**src/rtl/md_hash_pkg.sv**
```systemverilog
// Shared constants, step tables and helpers for the MD4/MD5 compression engine.
// MD5 constants exist only when MD_HASH_MD5_EN is defined.
package md_hash_pkg;

    typedef enum logic [1:0] {IDLE, RUN, ADD} state_e;

    // Element 0 is A, element 3 is D.
    localparam logic [3:0][31:0] IV = {32'h10325476, 32'h98badcfe, 32'hefcdab89, 32'h67452301};

    localparam logic [31:0] MD4_K0 = 32'h00000000;
    localparam logic [31:0] MD4_K1 = 32'h5a827999;
    localparam logic [31:0] MD4_K2 = 32'h6ed9eba1;

    localparam logic [4:0] MD4_S [3][4] = '{
        '{5'd3, 5'd7, 5'd11, 5'd19},
        '{5'd3, 5'd5, 5'd9,  5'd13},
        '{5'd3, 5'd9, 5'd11, 5'd15}};

    typedef struct packed {
        logic [3:0]  k;
        logic [4:0]  s;
        logic [31:0] kc;
        logic [1:0]  rnd;
    } step_ctl_t;

    function automatic logic [31:0] rotl32(input logic [31:0] x, input logic [4:0] s);
        return (x << s) | (x >> (6'd32 - {1'b0, s}));
    endfunction

    function automatic logic [31:0] bswap32(input logic [31:0] x);
        return {x[7:0], x[15:8], x[23:16], x[31:24]};
    endfunction

    // Round 2 transposes the 4x4 word grid; round 3 bit-reverses the index.
    function automatic step_ctl_t md4_ctl(input logic [5:0] step);
        step_ctl_t  c;
        logic [3:0] j;
        j     = step[3:0];
        c.rnd = step[5:4];
        case (c.rnd)
            2'd1:    begin c.k = {j[1:0], j[3:2]};       c.s = MD4_S[1][j[1:0]]; c.kc = MD4_K1; end
            2'd2:    begin c.k = {j[0], j[1], j[2], j[3]}; c.s = MD4_S[2][j[1:0]]; c.kc = MD4_K2; end
            default: begin c.k = j;                      c.s = MD4_S[0][j[1:0]]; c.kc = MD4_K0; end
        endcase
        return c;
    endfunction

`ifdef MD_HASH_MD5_EN
    localparam logic [4:0] MD5_S [4][4] = '{
        '{5'd7, 5'd12, 5'd17, 5'd22},
        '{5'd5, 5'd9,  5'd14, 5'd20},
        '{5'd4, 5'd11, 5'd16, 5'd23},
        '{5'd6, 5'd10, 5'd15, 5'd21}};

    localparam logic [31:0] MD5_T [64] = '{
        32'hd76aa478, 32'he8c7b756, 32'h242070db, 32'hc1bdceee,
        32'hf57c0faf, 32'h4787c62a, 32'ha8304613, 32'hfd469501,
        32'h698098d8, 32'h8b44f7af, 32'hffff5bb1, 32'h895cd7be,
        32'h6b901122, 32'hfd987193, 32'ha679438e, 32'h49b40821,
        32'hf61e2562, 32'hc040b340, 32'h265e5a51, 32'he9b6c7aa,
        32'hd62f105d, 32'h02441453, 32'hd8a1e681, 32'he7d3fbc8,
        32'h21e1cde6, 32'hc33707d6, 32'hf4d50d87, 32'h455a14ed,
        32'ha9e3e905, 32'hfcefa3f8, 32'h676f02d9, 32'h8d2a4c8a,
        32'hfffa3942, 32'h8771f681, 32'h6d9d6122, 32'hfde5380c,
        32'ha4beea44, 32'h4bdecfa9, 32'hf6bb4b60, 32'hbebfbc70,
        32'h289b7ec6, 32'heaa127fa, 32'hd4ef3085, 32'h04881d05,
        32'hd9d4d039, 32'he6db99e5, 32'h1fa27cf8, 32'hc4ac5665,
        32'hf4292244, 32'h432aff97, 32'hab9423a7, 32'hfc93a039,
        32'h655b59c3, 32'h8f0ccc92, 32'hffeff47d, 32'h85845dd1,
        32'h6fa87e4f, 32'hfe2ce6e0, 32'ha3014314, 32'h4e0811a1,
        32'hf7537e82, 32'hbd3af235, 32'h2ad7d2bb, 32'heb86d391};

    function automatic step_ctl_t md5_ctl(input logic [5:0] step);
        step_ctl_t  c;
        logic [3:0] j;
        j     = step[3:0];
        c.rnd = step[5:4];
        case (c.rnd)
            2'd0:    c.k = j;
            2'd1:    c.k = 4'd5 * j + 4'd1;
            2'd2:    c.k = 4'd3 * j + 4'd5;
            default: c.k = 4'd7 * j;
        endcase
        c.s  = MD5_S[c.rnd][j[1:0]];
        c.kc = MD5_T[step];
        return c;
    endfunction
`endif

endpackage

```
**src/rtl/md_hash_engine_step.sv**
```systemverilog
// One combinational MD4/MD5 step; output tuple is rotated so the next step sees (d, new, b, c).
// MD5 functions G/I and the B-relative update exist only with MD_HASH_MD5_EN.
module md_step
    import md_hash_pkg::*;
(
    input  logic [127:0] st_i,
    input  logic [31:0]  m_i,
    input  logic [31:0]  kc_i,
    input  logic [4:0]   s_i,
    input  logic [1:0]   rnd_i,
    input  logic         mode_i,
    output logic [127:0] st_o
);
    logic [31:0] a, b, c, d, f, r, nb;

    assign {d, c, b, a} = st_i;

    always_comb begin
        case (rnd_i)
            2'd0:    f = (b & c) | (~b & d);
            2'd1:    f = (b & c) | (b & d) | (c & d);
            default: f = b ^ c ^ d;
        endcase
`ifdef MD_HASH_MD5_EN
        if (mode_i) begin
            case (rnd_i)
                2'd1:    f = (b & d) | (c & ~d);
                2'd3:    f = c ^ (b | ~d);
                default: f = f;
            endcase
        end
`endif
        r  = rotl32(a + f + m_i + kc_i, s_i);
        nb = r;
`ifdef MD_HASH_MD5_EN
        if (mode_i) nb = b + r;
`endif
    end

`ifndef MD_HASH_MD5_EN
    logic unused_mode;
    assign unused_mode = mode_i;
`endif

    assign st_o = {c, b, nb, d};

endmodule

```
**src/rtl/md_hash_engine.sv**
```systemverilog
// Multi-block MD4/MD5 compression engine: IDLE -> RUN (N/ROUNDS_PER_CYCLE cycles) -> ADD -> IDLE.
// MD_HASH_MD5_EN enables MD5 selection via mode; otherwise MD4 only with a 48-step limit.
module md_hash_engine
    import md_hash_pkg::*;
#(
    parameter int ROUNDS_PER_CYCLE = 1
)(
    input  logic         clk,
    input  logic         reset,
    input  logic         in_valid,
    output logic         in_ready,
    input  logic [511:0] block_data,
    input  logic         first,
    input  logic         last,
    input  logic         mode,
    output logic [127:0] digest,
    output logic         digest_valid,
    output logic         busy
);
    localparam int R = ROUNDS_PER_CYCLE;

    state_e           state_q, state_d;
    logic [6:0]       cnt_q, cnt_d, limit;
    logic [511:0]     blk_q, blk_d;
    logic             last_q, last_d;
    logic [3:0][31:0] ch_q, ch_d, wk_q, wk_d;
    logic [127:0]     dig_q, dig_d;
    logic             dv_q, dv_d;
    logic             md5_sel;
    logic [31:0]      m_words [16];
    logic [127:0]     stg [R+1];

`ifdef MD_HASH_MD5_EN
    logic mode_q, mode_d;
    assign md5_sel = mode_q;
    assign limit   = mode_q ? 7'd64 : 7'd48;
`else
    logic unused_mode;
    assign unused_mode = mode;
    assign md5_sel     = 1'b0;
    assign limit       = 7'd48;
`endif

    always_comb begin
        for (int j = 0; j < 16; j++) m_words[j] = blk_q[511 - 32*j -: 32];
    end

    assign stg[0] = wk_q;

    for (genvar g = 0; g < R; g++) begin : g_step
        logic [5:0] step;
        step_ctl_t  ctl;
        assign step = cnt_q[5:0] + 6'(g);
        always_comb begin
            ctl = md4_ctl(step);
`ifdef MD_HASH_MD5_EN
            if (mode_q) ctl = md5_ctl(step);
`endif
        end
        md_step u_step (
            .st_i   (stg[g]),
            .m_i    (m_words[ctl.k]),
            .kc_i   (ctl.kc),
            .s_i    (ctl.s),
            .rnd_i  (ctl.rnd),
            .mode_i (md5_sel),
            .st_o   (stg[g+1])
        );
    end

    always_comb begin
        state_d = state_q;
        cnt_d   = cnt_q;
        blk_d   = blk_q;
        last_d  = last_q;
        ch_d    = ch_q;
        wk_d    = wk_q;
        dig_d   = dig_q;
        dv_d    = 1'b0;
`ifdef MD_HASH_MD5_EN
        mode_d  = mode_q;
`endif
        case (state_q)
            IDLE: begin
                if (in_valid) begin
                    blk_d   = block_data;
                    last_d  = last;
                    cnt_d   = '0;
                    state_d = RUN;
                    // A continuation block keeps the chain and the mode of its message.
                    if (first) begin
                        ch_d = IV;
                        wk_d = IV;
`ifdef MD_HASH_MD5_EN
                        mode_d = mode;
`endif
                    end else begin
                        wk_d = ch_q;
                    end
                end
            end
            RUN: begin
                wk_d  = stg[R];
                cnt_d = cnt_q + 7'(R);
                if (cnt_d == limit) state_d = ADD;
            end
            ADD: begin
                for (int w = 0; w < 4; w++) ch_d[w] = ch_q[w] + wk_q[w];
                if (last_q) begin
                    dig_d = {bswap32(ch_d[0]), bswap32(ch_d[1]), bswap32(ch_d[2]), bswap32(ch_d[3])};
                    dv_d  = 1'b1;
                end
                state_d = IDLE;
            end
            default: state_d = IDLE;
        endcase
    end

    always_ff @(posedge clk) begin
        if (reset) begin
            state_q <= IDLE;
            cnt_q   <= '0;
            blk_q   <= '0;
            last_q  <= 1'b0;
            ch_q    <= IV;
            wk_q    <= IV;
            dig_q   <= '0;
            dv_q    <= 1'b0;
`ifdef MD_HASH_MD5_EN
            mode_q  <= 1'b0;
`endif
        end else begin
            state_q <= state_d;
            cnt_q   <= cnt_d;
            blk_q   <= blk_d;
            last_q  <= last_d;
            ch_q    <= ch_d;
            wk_q    <= wk_d;
            dig_q   <= dig_d;
            dv_q    <= dv_d;
`ifdef MD_HASH_MD5_EN
            mode_q  <= mode_d;
`endif
        end
    end

    assign in_ready     = (state_q == IDLE);
    assign busy         = (state_q != IDLE);
    assign digest       = dig_q;
    assign digest_valid = dv_q;

endmodule

```
**config.mk**
```make
export PLATFORM = sky130hd
export DESIGN_NAME = md_hash_engine
export DESIGN_NICKNAME = d
export VERILOG_FILES = /design/src/rtl/md_hash_pkg.sv /design/src/rtl/md_hash_engine_step.sv /design/src/rtl/md_hash_engine.sv
export SDC_FILE = /design/constraint.sdc
export NUM_CORES = 2
export LEC_CHECK = 0
export CORE_UTILIZATION = 45
export CTS_BUF_LIST = sky130_fd_sc_hd__clkbuf_4 sky130_fd_sc_hd__clkbuf_8
export CTS_CLUSTER_SIZE = 8
export DETAILED_ROUTE_END_ITERATION = 10
export PLACE_DENSITY = 0.67
export SLEW_MARGIN = 5
export SYNTH_ARGS = -nofsm -noshare
export SYNTH_HDL_FRONTEND = slang
export SYNTH_SLANG_ARGS = --single-unit
```
**constraint.sdc**
```tcl
create_clock -name clk -period 8 [get_ports clk]
set_clock_uncertainty 0.05 [all_clocks]
set_input_delay 0.8 -clock clk [delete_from_list [all_inputs] [get_ports clk]]
set_output_delay 0.8 -clock clk [all_outputs]
set_load 0.005 [all_outputs]
```
==> summary.md <==
| Metric | Value |
|---|---|
| GP Congestion | between 0.9 and 1 |
| Most instantiated cells after synthesis | 1665 x nand2_1, 915 x a21oi_1, 907 x dfxtp_1 |
| Initial DRT Pass Iterations | 6 |
| FF-to-FF setup slack | 0.46 ns |
| Slew @ Worst Pin | about 1.3 ns |
| Port bufs | 647 |
| CP Capture Type | flip-flop |
| Req. time, crit path | 8.72 ns |
| Iter 0 DRT Violations | roughly 4.6k |
| Root Buffer | clkbuf_8 |
| Final period util | 94.3% |
| DRC Markers | 0 |
| Largest stage delay on the critical path | 0.69 ns |
| Post-synth EDFFs | 0 |
| Reg clk slew, reported paths | 0.06 ns |
| Die H | 330 microns |
| Via count | 46.6k |
| RSZ-0062 raised after global routing | no |
| Post-CTS Setup Inserts | 0 |
| Tmin final | ~7.5 ns |
| Worst Path Max Fanout | 29 |
| Vias in the first global route | approximately 44k |
| First-pass GRT wire length | 275 mm |
| Cts bufs inserted | 158 |
| Largest cells by area after synthesis | dfxtp_1 37%, nand2_1 13%, a21oi_1 9.4%, mux4_2 5.8%, ha_1 4.5% |
| Distinct cells, synth | 89 |
| Dpl ws | 0.642 ns |
| Synthesized area per cell | around 8.0 sq um |
| CP cell instances | inv_1 -> ha_1 -> a22oi_1 -> a21o_4 -> mux4_2 -> nand2_1 -> and3_1 -> a31oi_1 -> fa_1 -> ha_1 -> ha_1 -> fa_1 -> a211oi_1 -> o21a_1 -> o221ai_1 -> a32o_1 -> a221oi_1 -> a21oi_1 -> nor2_1 -> a21oi_1 -> a311o_1 -> a31oi_1 |
| Leakage | 23.1 nW |
| Routed length per instance | 23.4 microns |
| # fillers | 10.0k |
| Ys Warns | 0 |
| Slowest-stage cell, CP | a221oi_1 |
| Max cap viols | 0 |
| Vias per cell | 5.79 |
| Remaining antenna violation count | 0 |
| Power Dens Cells | between 200 and 250 nW/um^2 |
| Die width | 330 microns |
| Clock latency on the worst-skew pair | 0.88 ns |
| I/O pins | roughly 650 |
| Synth Cell Area | 48500 sq um |
| Hold-fix buffers at CTS | 0 |
| Share of cells above drive strength 1 | 8.46% |
| Worst VDD drop | 0.000151 V |
| Syn Nets | 6846 |
| Gr ovfl total | 0 |
| Sequential share of the synthesized area | between 30% and 40% |
| H-Tree Depth | 4 |
| Sink Count | 907 |
| Final WL | 189 mm |
| Synthesized flop and latch total | roughly 910 |
| Die area | 109000 sq um |
| Fin util | 55.5% |
| Final hold vios | 0 |
| Main synth FF type | dfxtp_1 |
| Fin nets | roughly 7.3k |
| Starting density of the core | 45.4% |
| Max_slew headroom | 16.5% |
| DP HPWL | 141 mm |
| GRT Overall Usage | 33.6% |
| Deepest clock path buffer count | 3 |
| Achievable Freq | 133 MHz |
| WS Path Type | flip-flop to flip-flop |
| Core area | 107000 sq um |
| Antenna violations before repair | 20 |
| Async set or reset register ratio after synthesis | 0% |
| Setup TNS | 0 ns |
| Critical Path AT | 8.26 ns |
| Synth top area share | 37.4% |
| Layout area overhead | 22.3% |
| Mapped Cells | 6063 |
| CTS tree | done |
| Cell taking the most area after synthesis | dfxtp_1 |
| Crit path launch type | flip-flop |
| Crit path buf inv count | 1 |
| Status | finished clean |
| Setup ws final | 0.459 ns |
| Final Hold Slack | 0.312 ns |
| Largest delay share family, worst path | compound AO/OA/AOI/OAI gates |
| Largest net degree at the start of global routing | 268 |
| Final Max Tran Viols | 0 |
| Post-CTS resize count | 0 |
| Final setup violating endpoints | 0 |
| Type of the tightest min-delay check | primary input to flip-flop |
| Most common cell in the netlist | nand2_1 |
| # rows | 120 |
| Top cell by count, worst path | ha_1 |
-- report_power, final --
| part | switching (mW) | internal (mW) |
|---|---|---|
| combinational | 2.36 | 1.49 |
| sequential | 0.244 | 4.74 |
| clock | 2.03 | 2.55 |
-- sequential cells by signal (all words and copies together) (netlist names) --
| register | flops |
|---|---|
| blk_q | 512 |
| ch_q | 128 |
| digest | 128 |
| stg | 128 |
| cnt_q | 7 |
| state_q | 2 |
| digest_valid | 1 |
| last_q | 1 |
-- path summary, 6_finish.rpt --
kind,startpoint,to,cells after the start
setup / recovery,cnt_q[4]$_SDFFE_PP0P_,stg[166]$_SDFFE_PP0P_,22
hold / removal,reset,ch_q[86]$_SDFFE_PP0P_,2
setup reg to reg,cnt_q[4]$_SDFFE_PP0P_,stg[166]$_SDFFE_PP0P_,22
hold reg to reg,blk_q[348]$_SDFFE_PP0P_,blk_q[348]$_SDFFE_PP0P_,2
-- worst register-to-register path, stage by stage (launching register included) --
cell	delay, ns
dfxtp_1	0.45
inv_1	0.16
ha_1	0.33
a22oi_1	0.40
a21o_4	0.52
mux4_2	0.38
nand2_1	0.07
and3_1	0.20
a31oi_1	0.47
fa_1	0.53
ha_1	0.28
ha_1	0.24
fa_1	0.49
a211oi_1	0.45
o21a_1	0.26
o221ai_1	0.25
a32o_1	0.35
a221oi_1	0.69
a21oi_1	0.20
nor2_1	0.13
a21oi_1	0.09
a311o_1	0.37
a31oi_1	0.12
-- cell type report --
| type | count | area (sq um) | area share (%) |
|---|---|---|---|
| multi-input cells | 4529 | 28100 | 47.4 |
| flip-flops and latches | 907 | 18200 | 30.6 |
| repair buffers | 718 | 7120 | 12.0 |
| clock buffers | 253 | 3150 | 5.31 |
| well taps | 1403 | 1760 | 2.96 |
| inverters | 198 | 744 | 1.26 |
| clock inverters | 30 | 269 | 0.454 |
| diodes | 9 | 22.5 | 0.0380 |
-- cells in the final DEF (no fill, tap or decap), types with 62 or more instances in the layout --
cell	n
nand2_1	1661
a21oi_1	910
dfxtp_1	907
clkdlybuf4s50_1	645
nor2_1	243
clkbuf_8	200
inv_1	197
o21ai_0	184
ha_1	173
a22oi_1	126
mux4_2	124
fa_1	91
xnor2_1	89
nand3_1	81
a21o_1	68
o211ai_1	63
buf_4	62
-- through the flow --
step / cell area [sq um] / power [mW] / instances
final: 59300 / 13.4 / 8047
after detailed placement: 55900 / 8.84 / 7754
after global placement: 55900 / 8.81 / 7754
after floorplan: 48500 / 7.45 / 6063
after CTS: 59300 / 13.4 / 8037
after global routing: 59300 / 14.0 / 8046
-- routing by layer --
| metal | part of all wire, % | track usage [%] | vias to the layer above |
|---|---|---|---|
| li1 | - | - | 22000 |
| met1 | 39 | 41.4 | 22100 |
| met2 | 48 | 55.6 | 2070 |
| met3 | 7.9 | 6.02 | 426 |
| met4 | 5.8 | 18.7 | 16 |
| met5 | 0.064 | 0 | - |
-- logic make-up (layout without fill, tap and decap cells) --
group	Yosys count	after routing	share of synthesized area, %
and+or+nand+nor	2232	2232	18.8
AOI/OAI and AO/OA	1716	1717	21.2
DFF	907	907	37.4
buffers and inverters	628	1199	4.92
adders and majority gates	265	265	8.25
muxes	176	176	6.89
xor gates and xnor gates	139	139	2.51
other	0	9	0
Note: power is estimated with default switching activity, not from simulation.
